### src/rtl/mtx_mem_arb.sv
// mtx_mem_arb: shares the local-RAM port between the matrix operand fetcher and load/store,
// giving the matrix side bounded priority while mtx_atomic is set.
module mtx_mem_arb #(
    parameter logic [21:0] MTX_BASE_W = 22'h3C0C00,
    parameter int unsigned MAX_RUN    = 4
) (
    input  logic        clk,
    input  logic        reset,
    input  logic        mtx_mreq,
    input  logic [9:0]  mtx_addr,
    input  logic        mtx_atomic,
    input  logic        ls_req,
    input  logic        ls_wr,
    input  logic [21:0] ls_addr,
    input  logic [31:0] ls_wdata,
    output logic        mem_req,
    output logic        mem_wr,
    output logic [21:0] mem_addr,
    output logic [31:0] mem_wdata,
    input  logic        mem_ack,
    input  logic [31:0] mem_rdata,
    output logic        datack,
    output logic        ls_ack,
    output logic [31:0] rdata,
    output logic        gnt_mtx,
    output logic        err_spur
);
    typedef enum logic [1:0] {IDLE, BUSY_MTX, BUSY_LS} state_t;
    localparam logic [3:0] RUN_MAX = 4'(MAX_RUN);
    state_t      state_q, state_d;
    logic [3:0]  run_cnt_q, run_cnt_d;
    logic        mem_req_q, mem_req_d, mem_wr_q, mem_wr_d;
    logic [21:0] mem_addr_q, mem_addr_d;
    logic [31:0] mem_wdata_q, mem_wdata_d, rdata_q, rdata_d;
    logic        datack_q, datack_d, ls_ack_q, ls_ack_d;
    logic        gnt_mtx_q, gnt_mtx_d, err_spur_q, err_spur_d;
    logic        idle, pick_mtx, pick_ls, done;
    always_comb begin
        idle        = state_q == IDLE;
        // gnt_mtx_q doubles as the last owner for round-robin
        pick_mtx    = idle && mtx_mreq && (!ls_req || (mtx_atomic ? run_cnt_q < RUN_MAX : !gnt_mtx_q));
        pick_ls     = idle && ls_req && !pick_mtx;
        done        = !idle && mem_ack;
        state_d     = pick_mtx ? BUSY_MTX : pick_ls ? BUSY_LS : done ? IDLE : state_q;
        mem_req_d   = pick_mtx || pick_ls || (mem_req_q && !done);
        mem_wr_d    = pick_mtx ? 1'b0 : pick_ls ? ls_wr : mem_wr_q;
        mem_addr_d  = pick_mtx ? (MTX_BASE_W | {12'd0, mtx_addr}) : pick_ls ? ls_addr : mem_addr_q;
        mem_wdata_d = pick_ls ? ls_wdata : mem_wdata_q;
        gnt_mtx_d   = pick_mtx ? 1'b1 : pick_ls ? 1'b0 : gnt_mtx_q;
        datack_d    = done && state_q == BUSY_MTX;
        ls_ack_d    = done && state_q == BUSY_LS;
        rdata_d     = done ? mem_rdata : rdata_q;
        err_spur_d  = err_spur_q || (!mem_req_q && mem_ack);
        run_cnt_d   = (!ls_req || pick_ls) ? 4'd0 :
                      (pick_mtx && run_cnt_q != RUN_MAX) ? run_cnt_q + 4'd1 : run_cnt_q;
    end
    always_ff @(posedge clk or posedge reset) begin
        if (reset) begin
            state_q     <= IDLE;
            run_cnt_q   <= '0;
            mem_req_q   <= 1'b0;
            mem_wr_q    <= 1'b0;
            mem_addr_q  <= '0;
            mem_wdata_q <= '0;
            rdata_q     <= '0;
            datack_q    <= 1'b0;
            ls_ack_q    <= 1'b0;
            gnt_mtx_q   <= 1'b0;
            err_spur_q  <= 1'b0;
        end else begin
            state_q     <= state_d;
            run_cnt_q   <= run_cnt_d;
            mem_req_q   <= mem_req_d;
            mem_wr_q    <= mem_wr_d;
            mem_addr_q  <= mem_addr_d;
            mem_wdata_q <= mem_wdata_d;
            rdata_q     <= rdata_d;
            datack_q    <= datack_d;
            ls_ack_q    <= ls_ack_d;
            gnt_mtx_q   <= gnt_mtx_d;
            err_spur_q  <= err_spur_d;
        end
    end
    assign mem_req   = mem_req_q;
    assign mem_wr    = mem_wr_q;
    assign mem_addr  = mem_addr_q;
    assign mem_wdata = mem_wdata_q;
    assign rdata     = rdata_q;
    assign datack    = datack_q;
    assign ls_ack    = ls_ack_q;
    assign gnt_mtx   = gnt_mtx_q;
    assign err_spur  = err_spur_q;
endmodule

### config.mk
export PLATFORM = sky130hd
export DESIGN_NAME = mtx_mem_arb
export DESIGN_NICKNAME = d
export VERILOG_FILES = /design/src/rtl/mtx_mem_arb.sv
export SDC_FILE = /design/constraint.sdc
export NUM_CORES = 1
export LEC_CHECK = 0
export ABC_AREA = 1
export BUFFER_PORTS_ARGS = -buffer_cell sky130_fd_sc_hd__buf_2
export CAP_MARGIN = 40
export CORE_AREA = 2 2 127 129
export DETAILED_ROUTE_END_ITERATION = 10
export DIE_AREA = 0 0 129 131
export PLACE_DENSITY = 0.53
export SKIP_LAST_GASP = 1
export SYNTH_ARGS = -nofsm -noshare
export SYNTH_HDL_FRONTEND = slang
export SYNTH_SLANG_ARGS = --single-unit
### constraint.sdc
create_clock -name clk -period 5.8 [get_ports clk]
set_clock_uncertainty 0.2 [all_clocks]
set_input_delay 0.29 -clock clk [delete_from_list [all_inputs] [get_ports clk]]
set_output_delay 0.29 -clock clk [all_outputs]
set_load 0.03 [all_outputs]
==> impl_metrics.py <==
metrics = {
    "critical_path": {
        "arrival_ps": 2720,
        "cp-start-kind": "flip-flop",
        "slowest_stage": "nand2_2",
        "critPathMaxStageDelay_ps": 750,
        "cp-end-kind": "flip-flop",
        "path_buf_inv": 1,
        "path_class": "flip-flop to flip-flop",
        "cp.required_ps": 5770,
        "path_cells": "nor2_2, inv_2, nor2_4, nand2_4, nand2_2, o21ai_0",
        "critical-path-top-delay-family": "simple AND/OR/NAND/NOR gates",
        "worstPathMaxFanout": 54,
    },
    "clock_tree": {
        "hold_buffers": 90,
        "cts_setup_buffers": 0,
        "clkLatencyLatePin_ps": 340,
        "cts_tree": "done",
        "cts_buffers": 9,
        "post_cts_resized": 0,
        "cts-root-buf": "clkbuf_16",
        "cts.sinks": 98,
        "cts.path.max_buffers": 2,
        "h-tree-depth": 3,
        "cts.reportedPaths.clkPinSlew_ps": 60,
    },
    "grt": {
        "grt_pass1_vias": 3841,
        "antenna_found_initial": 0,
        "grt_overflow": 0,
        "grt_usage_pct": 14.3,
        "grt_max_degree": 55,
        "grt_pass1_wl_um": 18800,
    },
    "power_and_ir_drop": {
        "fin_total_pwr_uw": 3390,
        "irDropWorstVdd_uv": 224,
        "pwr_density_cell_nw_per_um2": 534,
        "p_leak_uw": 0.00344,
    },
    "die": {
        "initial_core_util_pct": 25.4,
        "die_h_um": 131,
        "rows": 46,
        "fp.coreArea_sq_um": 15600,
        "io-pin-count": 195,
        "die_w_um": 129,
        "dieArea_sq_um": 16900,
    },
    "logic_synthesis": {
        "yosys_warnings": 0,
        "synth_seq_cells": 98,
        "synthFlopType": "dfrtp_1",
        "synth_edf_count": 0,
        "netlist_area_sq_um": 3970,
        "synth_cell_types": 24,
        "yosysSeqAreaShare_pct": 61.8,
        "avgSynthCellArea_sq_um": 8.96,
        "synth_nets": 548,
        "synth_cells": 443,
        "async_flop_share_pct": 100,
    },
    "layout": {
        "syn2layout_area_growth_pct": 60.2,
        "diodes": 0,
        "nNetsFinal": 824,
        "drive_gt1_share_pct": 30.7,
        "instances_no_fill": 938,
        "postLayoutCoreUtil_pct": 40.7,
    },
    "drt": {
        "avgRoutedWirePerCell_um": 12.9,
        "drc": 0,
        "routed_wl_um": 12100,
        "vias_per_cell": 4.26,
        "ant_nets": 0,
        "firstDrtPassIters": 4,
        "drtIter0Drc": 165,
        "num_vias": 3998,
    },
    "job": {
        "drv_cap": 0,
    },
    "worst_hold_path": {
        "min-delay-path-class": "input pin to flip-flop",
    },
    "place": {
        "dp_hpwl_um": 8050,
        "gp_congestion": 0.809,
        "place_inst": 834,
        "port_buffers": 194,
    },
    "timing": {
        "fmax_mhz": 364,
        "worstMarginPinSlew_ps": 798,
        "setup_viol_count_final": 0,
        "drv_slew": 0,
        "fin_setup_tns_ps": 0,
        "period_needed_ps": 2750,
        "slew_headroom_pct": 46.6,
        "finalHoldViolCount": 0,
        "rsz0062_at_grt": "false",
        "period_share_pct": 47.4,
    },
    "outcome": {
        "status": "completed",
    },
}
-- cells by family after synthesis --
group	share of synthesized area, %
simple gates	31.2
flops	61.8
buf+inv	4.23
compound gates	1.96
fa+ha+maj	0.631
xor+xnor	0.221
-- layout make-up --
cell class	count	area [sq um]
clock buffers	12	246
multi-input cells	306	1350
well taps	216	270
fillers	1545	9240
flip-flops and latches	98	2450
repair buffers	289	1940
clock inverters	2	38.8
inverters	15	58.8
-- Yosys cell counts, drive strengths merged, types with 2 or more instances --
cell | instances | area share, %
nand2 | 200 | 19
dfrtp | 98 | 62
nand3 | 73 | 9.2
buf | 15 | 2.0
inv | 14 | 1.3
clkbuf | 9 | 0.85
nor2 | 8 | 1.3
nand4 | 6 | 0.95
o21ai | 5 | 0.63
nor3 | 4 | 0.50
o22a | 4 | 0.88
a21oi | 2 | 0.25
ha | 2 | 0.63
-- worst reg2reg max path: stages (launching register included) --
cell and delay (ps):
dfrtp_1 410, nor2_2 210, inv_2 110, nor2_4 280, nand2_4 400, nand2_2 750, o21ai_0 220
-- per-layer routing --
metal  wire length, um  vias up  track usage [%]  share of wire [%]
li1                  -     1971                -                  -
met1              5180     1836             17.7                 43
met2              5800      174             23.9                 48
met3               892       17             3.46                7.4
met4               212        0             6.14                1.8
met5                 0        -                0                  0
-- sequential cells by signal (all words and copies together), names as in the netlist, 2 cells and up --
name	flops
mem_wdata	32
rdata	32
mem_addr	22
run_cnt_q	4
state_q	2
-- power by group --
| part | switching (uW) | total, uW | internal [uW] |
|---|---|---|---|
| sequential | 170 | 1160 | 989 |
| combinational | 1150 | 1650 | 492 |
| clock | 245 | 588 | 342 |
| total | 1570 | 3390 | 1820 |
-- placed cells by master, fill, tap and decap left out, drive strengths merged --
master and count:
a21oi 2, o22a 4, o21bai 1, ha 2, inv 14, nor3 4
o21ai 5, nand2 200, buf 199, nand4 6, xor2 1, dlygate4sd3 90
dfrtp 98, bufinv 1, clkinv 2, clkbuf 12, nor2 8, nand3 73
-- worst paths after layout --
kind                       startpoint           end  slack [ps]  cells after the start
max reg2reg                state_q[1]    state_q[1]        3050                      6
min reg2reg                 rdata[23]     rdata[23]         270                      2
max in group asynchronous       reset  run_cnt_q[1]        3930                      4
max                        state_q[1]    state_q[1]        3050                      6
min                        ls_addr[6]   mem_addr[6]          10                      3
min in group asynchronous       reset     rdata[25]         340                      3
-- through the flow --
stage               hold WS (ps)  cell area [sq um]  worst slack (ps)
global placement             194               5130              3120
detailed placement           197               5170              2980
global route                16.7               6350              2660
CTS                         4.32               6350              2980
floorplan                    207               3970              2750
finish                      12.1               6350              3050
Power figures use the tool's default switching activity.
